==> config.mk <==
export PLATFORM = sky130hd
export DESIGN_NAME = msg_frame_serializer
export DESIGN_NICKNAME = d
export VERILOG_FILES = /design/src/rtl/msg_frame_serializer.sv
export SDC_FILE = /design/constraint.sdc
export NUM_CORES = 1
export LEC_CHECK = 0
export ABC_AREA = 1
export BUFFER_PORTS_ARGS = -buffer_cell sky130_fd_sc_hd__buf_2
export CAP_MARGIN = 20
export CORE_MARGIN = 2
export CORE_UTILIZATION = 25
export CTS_CLUSTER_SIZE = 30
export DETAILED_ROUTE_END_ITERATION = 7
export MAX_ROUTING_LAYER = met4
export PLACE_DENSITY_LB_ADDON = 0.08
export SLEW_MARGIN = 20
export SYNTH_ARGS = -nofsm -noshare
export SYNTH_HDL_FRONTEND = slang
export SYNTH_SLANG_ARGS = --single-unit
==> constraint.sdc <==
create_clock -name clk -period 2.39 [get_ports clk]
set_input_delay 0.1195 -clock clk [delete_from_list [all_inputs] [get_ports clk]]
set_output_delay 0.1195 -clock clk [all_outputs]
set_load 0.02 [all_outputs]
==> src/rtl/msg_frame_serializer.sv <==
// msg_frame_serializer
//
// Turns each message from the upstream generator into one 8-bit asynchronous serial frame:
// a start bit (0), five payload bits {msg_type, num} sent LSB first, an even-parity bit and
// a stop bit (1). Every bit lasts CLKS_PER_BIT clock cycles.
//
// A new frame is requested on the 0->1 transition of msg_enable. One request that arrives
// while a frame is in flight is held in a single pending slot, and it goes out back-to-back
// after the current frame. Any further request is dropped, and overrun pulses for it.
//
// Ports:
//   clk         system clock; all logic is on the rising edge
//   rst_neg     asynchronous active-low reset
//   msg_enable  request strobe/level; a frame is requested on its rising transition
//   msg_type    payload bit 4, sampled with the request
//   num         payload bits 3:0, sampled with the request
//   tx          registered serial line, idles high
//   busy        a frame is on the line or pending
//   frame_done  one-cycle pulse in the last cycle of each stop bit
//   overrun     one-cycle pulse (registered) after a request is dropped

module msg_frame_serializer #(
  parameter int unsigned CLKS_PER_BIT = 50,
  parameter int unsigned DATA_W       = 5
) (
  input  logic       clk,
  input  logic       rst_neg,
  input  logic       msg_enable,
  input  logic       msg_type,
  input  logic [3:0] num,
  output logic       tx,
  output logic       busy,
  output logic       frame_done,
  output logic       overrun
);

  localparam int unsigned CntW = (CLKS_PER_BIT > 1) ? $clog2(CLKS_PER_BIT) : 1;
  localparam logic [CntW-1:0] CntMax  = CntW'(CLKS_PER_BIT - 1);
  localparam logic [2:0]      LastBit = 3'(DATA_W - 1);

  typedef enum logic [2:0] {
    StIdle,
    StStart,
    StData,
    StParity,
    StStop
  } state_e;

  state_e              state_q, state_d;
  logic [CntW-1:0]     cnt_q, cnt_d;
  logic [2:0]          bit_q, bit_d;
  logic [DATA_W-1:0]   act_q, act_d;
  logic [DATA_W-1:0]   pend_q, pend_d;
  logic                pend_vld_q, pend_vld_d;
  logic                msg_en_q;
  logic                tx_q, tx_d;
  logic                overrun_q, overrun_d;

  logic                req;
  logic [DATA_W-1:0]   req_data;
  logic                last;
  logic                stop_last;

  assign req       = msg_enable & ~msg_en_q;
  assign req_data  = {msg_type, num};
  assign last      = (cnt_q == CntMax);
  assign stop_last = (state_q == StStop) && last;

  // State register. msg_en_q resets high so that a level held through reset is not
  // mistaken for a request.
  always_ff @(posedge clk or negedge rst_neg) begin
    if (!rst_neg) begin
      state_q    <= StIdle;
      cnt_q      <= '0;
      bit_q      <= '0;
      act_q      <= '0;
      pend_q     <= '0;
      pend_vld_q <= 1'b0;
      msg_en_q   <= 1'b1;
      tx_q       <= 1'b1;
      overrun_q  <= 1'b0;
    end else begin
      state_q    <= state_d;
      cnt_q      <= cnt_d;
      bit_q      <= bit_d;
      act_q      <= act_d;
      pend_q     <= pend_d;
      pend_vld_q <= pend_vld_d;
      msg_en_q   <= msg_enable;
      tx_q       <= tx_d;
      overrun_q  <= overrun_d;
    end
  end

  // Next-state and datapath.
  always_comb begin
    state_d    = state_q;
    bit_d      = bit_q;
    act_d      = act_q;
    pend_d     = pend_q;
    pend_vld_d = pend_vld_q;
    overrun_d  = 1'b0;

    // The cycle counter runs in every bit state and clears only at the end of a bit.
    if (state_q == StIdle || last) begin
      cnt_d = '0;
    end else begin
      cnt_d = cnt_q + CntW'(1);
    end

    unique case (state_q)
      StIdle: begin
        if (req) begin
          state_d = StStart;
          act_d   = req_data;
        end
      end
      StStart: begin
        if (last) begin
          state_d = StData;
          bit_d   = '0;
        end
      end
      StData: begin
        if (last) begin
          if (bit_q == LastBit) begin
            state_d = StParity;
          end else begin
            bit_d = bit_q + 3'd1;
          end
        end
      end
      StParity: begin
        if (last) begin
          state_d = StStop;
        end
      end
      StStop: begin
        if (last) begin
          if (pend_vld_q) begin
            // Pending goes on the line next. A request in this same cycle refills the
            // slot instead of being dropped.
            state_d = StStart;
            act_d   = pend_q;
            if (req) begin
              pend_d = req_data;
            end else begin
              pend_vld_d = 1'b0;
            end
          end else if (req) begin
            state_d = StStart;
            act_d   = req_data;
          end else begin
            state_d = StIdle;
          end
        end
      end
      default: state_d = StIdle;
    endcase

    // A request mid-frame goes to the pending slot if it is free, and is dropped otherwise.
    if (req && (state_q != StIdle) && !stop_last) begin
      if (!pend_vld_q) begin
        pend_d     = req_data;
        pend_vld_d = 1'b1;
      end else begin
        overrun_d = 1'b1;
      end
    end
  end

  // Outputs. tx is computed from the next state and registered, so the line never glitches.
  always_comb begin
    busy       = (state_q != StIdle) || pend_vld_q;
    frame_done = stop_last;
    tx_d       = 1'b1;
    unique case (state_d)
      StIdle:   tx_d = 1'b1;
      StStart:  tx_d = 1'b0;
      StData:   tx_d = act_d[bit_d];
      StParity: tx_d = ^act_d;
      StStop:   tx_d = 1'b1;
      default:  tx_d = 1'b1;
    endcase
  end

  assign tx      = tx_q;
  assign overrun = overrun_q;

endmodule

==> impl_metrics.yaml, run 1 <==
setup_path:
  critical_path_buf_inv_count: 2
  cp_slowest_cell: "dfstp_2"
  cp.required_ns: 2.61
  cp_max_fo: 7
  worst_path_dominant_cell_family: "simple AND/OR/NAND/NOR gates"
  cp-start-kind: "flip-flop"
  cp_data_arrival_time_ns: 2.11
  slowest_delay_ns: 0.53
  criticalPathCategory: "flip-flop to flip-flop"
  crit_cells: 13
  setup.worst_path.end_class: "flip-flop"
  cp_cell_sequence: "inv_1 -> nand2_1 -> inv_1 -> o21ai_0 -> nand2_1 -> nand2_1 -> nand2_1 -> nand2_2 -> nand2_2 -> nand2_2 -> nand3_1 -> nand3_1 -> nand2_1"
  r2r_cells: 13
  cp_common_cell: "nand2_1"
timing:
  finalHoldViolCount: 0
  tightest_slew_ns: 0.628
  finalSetupTns_ns: 0
  finClkSkew_ns: 0.00141
  whs_ns: 0.0577
  fmax_mhz: 528
  period_share_pct: 79.2
  report.final.setup_viol: 0
  rsz0062_at_grt: "no"
  fin_crit_ns: 1.89
  drv_slew: 0
  relSlewSlack_pct: 58.2
drt:
  post_drt_wl_per_cell_um: 11.8
  vias_per_cell: 4.44
  wl_mm: 3.95
  via_count: 1484
  drcViolationCount: 0
  antenna_left: 0
  route.top_layer_used: "met4"
  m1WireLength_mm: 1.94
  met2_length_mm: 1.87
  drt_first_pass_iters: 4
  dr_wl_met3_um: 96
  drtIter0Drc: 62
hold_path:
  min_path_cells: 3
  hold_class: "input pin to flip-flop"
final_layout:
  n_antenna_cell: 0
  layoutNonFillerInstCount: 334
  syn2layout_area_growth_pct: 13.5
  utilization_pct: 29.7
  nets: 270
  drive_gt1_share_pct: 17.1
  final_area_um2: 1910
logic_synthesis:
  yosys_warnings: 0
  yosys.area.top_type_share_pct: 35.7
  synth_compound_area_share_pct: 9.89
  synth_top_family_by_area: "simple AND/OR/NAND/NOR gates"
  syn_inst: 242
  synth_nets: 254
  syn_area_um2: 1680
  post_synth_main_area_contributors: "dfrtp_1 (36%), nand2_1 (18%), inv_1 (7.6%), nand3_1 (6.2%), nand2_2 (4.1%)"
  synth_edf_count: 0
  syn_avg_cell_area_um2: 6.95
  synth_ff_type: "dfrtp_1"
  synthAdderAreaFrac_pct: 2.97
  yosysUniqueCellTypes: 31
  synthXorXnorAreaFrac_pct: 1.04
  synth-async-reset-ratio_pct: 100
  ys_ff_latch: 26
  synth_largest_area_cell: "dfrtp_1"
  yosys.area_share.simple_pct: 37.5
  yosysSeqAreaShare_pct: 38.8
  synth.area.mux_share_pct: 0
clocking:
  cts.sinks: 26
  clk_latency_ns: 0.28
  post_cts_buffers: 0
  cts_buffers: 3
  clockBufferDepth: 2
  cts_tree: "yes"
  cts_root_buf: "clkbuf_8"
  cts.reportedPaths.clkPinSlew_ns: 0.10
  cts-htree-levels: 1
die:
  die_w_um: 86.0
  io_pins: 12
  initial_core_util_pct: 26.2
  dieHeight_um: 86.0
  fp-row-count: 29
  die-area_um2: 7400
  core_area_um2: 6420
power:
  power.density_nw_per_um2: 447
  power.leakage_nw: 1.02
  vdd_drop_max_mv: 0.170
placed_design:
  place_congestion: 0.778
  dpl.hpwl_mm: 3.02
  placed_cell_area_um2: 1820
  port_buffers: 11
  place_inst: 328
grt:
  antenna_found_initial: 0
  grtUsageTotal_pct: 12.3
  grt_pass1_vias: 1495
  grt_max_degree: 27
  grt.overflow.total: 0
  grt_pass1_wl_mm: 7.02
job:
  cap_violations: 0
run_status:
  status: "completed"
-- flip-flops by register name, summed over array words and instances, names as in the netlist, 3 cells and up --
signal,cells
state_q,3
act_q,5
bit_q,3
cnt_q,6
pend_q,5
-- power by group --
group	total (mW)	internal [mW]	switching [mW]
combinational	0.0322	0.00972	0.0225
sequential	0.443	0.442	0.000644
clock	0.379	0.224	0.154
-- final cells by class --
class	instances	area, µm²
fill	700	4510
multi-input combinational	175	866
sequential	26	653
inverter	39	148
tap	77	96.3
timing repair buffer	13	75.1
clock buffer	3	41.3
clock inverter	1	30.0
-- kinds of logic (layout without fill, tap and decap cells) --
kind of cell	count (synthesis)	count (layout)
buffers and inverters	41	56
adder cells (fa/ha/maj)	4	4
AND/OR/NAND/NOR	141	141
XOR/XNOR	2	2
flip-flops	26	26
AO/OA/AOI/OAI	28	28
-- per-stage QoR --
step	total power [mW]	setup WS, ns
global route	0.891	0.251
floorplan	0.461	0.589
finish	0.854	0.497
CTS	0.871	0.458
detailed placement	0.483	0.470
global placement	0.483	0.456
-- worst min-delay path, stage by stage --
cell and delay, ns:
buf_2 0.09, nand2_1 0.05, nand2_1 0.05
-- synth_stat cells (2+ instances only) --
cell / count
dfrtp_1: 24
nor2_1: 18
xor2_1: 2
o21ai_1: 4
a21oi_1: 9
nand2_1: 79
ha_1: 4
dfstp_2: 2
nor2_2: 3
nand2_2: 11
nand3_2: 2
a31oi_1: 2
inv_1: 34
inv_2: 4
o21ai_0: 8
nand3_1: 21
-- timing repair --
item,CTS,global route
hold buffers,2,0
hold endpoints to repair,25,0
resized for setup,0,0
-- routing by layer --
layer  vias up  track usage, %
li1        784               -
met1       678            15.6
met2        18            20.2
met3         4            1.73
met4         0            4.33
met5         -               -
-- cells in the final DEF, fill, tap and decap left out, types with 2 or more instances in the layout --
cell type	synthesis	layout
a21oi_1	9	9
o21ai_0	8	8
nand3_1	21	21
ha_1	4	4
inv_1	34	34
nand2_2	11	11
a31oi_1	2	2
xor2_1	2	2
clkbuf_8	0	3
nand3_2	2	2
inv_2	4	4
dfrtp_1	24	24
nor2_1	18	18
nor2_2	3	3
o21ai_1	4	4
dfstp_2	2	2
dlygate4sd3_1	0	2
buf_2	1	11
nand2_1	79	79
-- path summary, 6_finish.rpt --
check | startpoint | endpoint | slack [ns]
setup reg to reg | msg_en_q | tx | 0.50
setup / recovery | msg_en_q | tx | 0.50
min in group asynchronous | rst_neg | pend_q[3] | 0.39
hold / removal | num[0] | pend_q[0] | 0.06
hold reg to reg | pend_q[1] | pend_q[1] | 0.49
max in group asynchronous | rst_neg | state_q[0] | 1.60
Power figures use the tool's default switching activity.
==> run 2: changes to the inputs <==
==> constraint.sdc (replaced) <==
create_clock -name clk -period 1.65 [get_ports clk]
set_input_delay 0.0825 -clock clk [delete_from_list [all_inputs] [get_ports clk]]
set_output_delay 0.0825 -clock clk [all_outputs]
set_load 0.02 [all_outputs]
==> run 2 against run 1 <==
The flow now finishes with violations (negative setup slack). Sequential cell count did not move. Worst hold slack got worse by 0.050 ns. Power rose by 46%.
==> impl_metrics.yaml, run 2 (synthesis results as in run 1) <==
run_status:
  violations: "negative setup slack"
  status: "complete, but fails checks"
timing:
  rsz0062_at_grt: "yes"
  tightest_slew_ns: 0.651
  finClkSkew_ns: 0.00612
  fin_crit_ns: 1.89
  fmax_mhz: 528
  report.final.setup_viol: 9
  whs_ns: 0.00819
  relSlewSlack_pct: 56.6
  setup_ws_ns: -0.243
  drv_slew: 0
  finalHoldViolCount: 0
  period_share_pct: 115
final_layout:
  top_regs: "cnt_q x6, act_q x5, pend_q x5"
  mostFrequentLayoutCell: "nand2_1"
  final_cell_mix: "nand2_1 (72), buf_4 (34), inv_1 (33), dfrtp_1 (24)"
  final_area_um2: 2280
  n_antenna_cell: 0
  utilization_pct: 35.5
  layoutNonFillerInstCount: 370
  largest_register_ffs: 6
  syn2layout_area_growth_pct: 35.3
  max_flop_register: "cnt_q"
  nets: 306
  drive_gt1_share_pct: 34.1
setup_path:
  cp_max_fo: 6
  cp-start-kind: "flip-flop"
  r2r_cells: 16
  cp.required_ns: 1.88
  worst_path_dominant_cell_family: "simple AND/OR/NAND/NOR gates"
  cp_slowest_cell: "dfrtp_1"
  criticalPathCategory: "flip-flop to flip-flop"
  critical_path_buf_inv_count: 4
  cp_data_arrival_time_ns: 2.12
  cp_cell_sequence: "inv_1 -> ha_2 -> nand2_2 -> nor2_4 -> nand2_4 -> buf_6 -> buf_4 -> a21oi_2 -> nand2_2 -> nand2_2 -> nand2_2 -> nand2_2 -> inv_1 -> nand2_1 -> nand3_1 -> nand2_1"
  setup.worst_path.end_class: "flip-flop"
  crit_cells: 16
  slowest_delay_ns: 0.39
  cp_common_cell: "nand2_2"
drt:
  via_count: 1611
  drcViolationCount: 0
  vias_per_cell: 4.35
  post_drt_wl_per_cell_um: 12.2
  wl_mm: 4.52
  antenna_left: 0
  drt_first_pass_iters: 4
  drtIter0Drc: 78
clocking:
  cts_buffers: 3
  cts_tree: "yes"
  cts_root_buf: "clkbuf_8"
  clk_latency_ns: 0.28
  cts.reportedPaths.clkPinSlew_ns: 0.10
  cts-htree-levels: 1
  clockBufferDepth: 2
  cts.sinks: 26
die:
  core_area_um2: 6420
  fp-row-count: 29
  dieHeight_um: 86.0
  die-area_um2: 7400
  initial_core_util_pct: 26.2
  die_w_um: 86.0
  io_pins: 12
placed_design:
  port_buffers: 11
  place_congestion: 0.836
  placed_cell_area_um2: 2050
  dp_slack_ns: -0.217
  place_inst: 359
  dpl.hpwl_mm: 3.26
grt:
  grtUsageTotal_pct: 14.0
  grt_max_degree: 27
  antenna_found_initial: 0
  grt_pass1_wl_mm: 7.89
  grt_pass1_vias: 1685
  grt.overflow.total: 0
job:
  cap_violations: 0
hold_path:
  hold_class: "input pin to flip-flop"
  min_path_cells: 3
power:
  vdd_drop_max_mv: 0.318
  power.leakage_nw: 1.23
  power.density_nw_per_um2: 549
-- run 2: cell count changes in the layout (fill, tap and decap cells not counted), sizes merged --
cell,previous run,this run
buf,11,46
nand2,91,92
-- run 2: worst register-to-register path: cells and delay by family, from the launching register on --
family | cells | cell delay, ns
buffers and inverters | 4 | 0.39
DFF | 1 | 0.39
AOI/OAI and AO/OA | 1 | 0.12
adders and majority gates | 1 | 0.16
and+or+nand+nor | 10 | 0.77
-- run 2: path summary, 6_finish.rpt --
check | from | endpoint | slack (ns)
worst min register to register | pend_q[0] | pend_q[0] | 0.49
worst max-delay path | cnt_q[1] | tx | -0.24
max in group asynchronous | rst_neg | bit_q[2] | 0.87
worst min-delay path | num[0] | pend_q[0] | 0.008
worst max register to register | cnt_q[1] | tx | -0.24
min in group asynchronous | rst_neg | pend_q[3] | 0.35
-- run 2: what timing repair did --
action | CTS | global route
gates resized for setup | 5 | 24
cloned | 1 | 0
pin swaps | 1 | 8
setup endpoints to repair | 9 | 15
setup buffers | 0 | 4
hold endpoints to repair | 25 | 0
hold buffers | 2 | 0
-- run 2: cell type report --
type | count | area [µm²]
inverter | 39 | 150
timing repair buffer | 48 | 348
clock buffer | 3 | 41.3
fill | 693 | 4150
tap | 77 | 96.3
multi-input combinational | 176 | 958
sequential | 26 | 653
clock inverter | 1 | 30.0
-- run 2: stage by stage --
step	setup TNS [ns]	power [mW]
3_5_place_dp	-0.560	0.709
5_1_grt	-2.86	1.32
3_3_place_gp	-0.436	0.710
4_1_cts	-0.976	1.28
2_1_floorplan	-0.0120	0.668
6_report	-1.13	1.25
-- run 2: layer usage --
metal | track usage [%] | up-vias | wire length, µm
li1 | - | 860 | -
met1 | 18.0 | 732 | 2180
met2 | 22.1 | 14 | 2190
met3 | 1.73 | 5 | 71
met4 | 5.92 | 0 | 70
met5 | - | - | 0
-- run 2: power breakdown --
part	switching [mW]	internal (mW)
Sequential	0.000579	0.640
Combinational	0.0349	0.0228
Clock	0.226	0.325
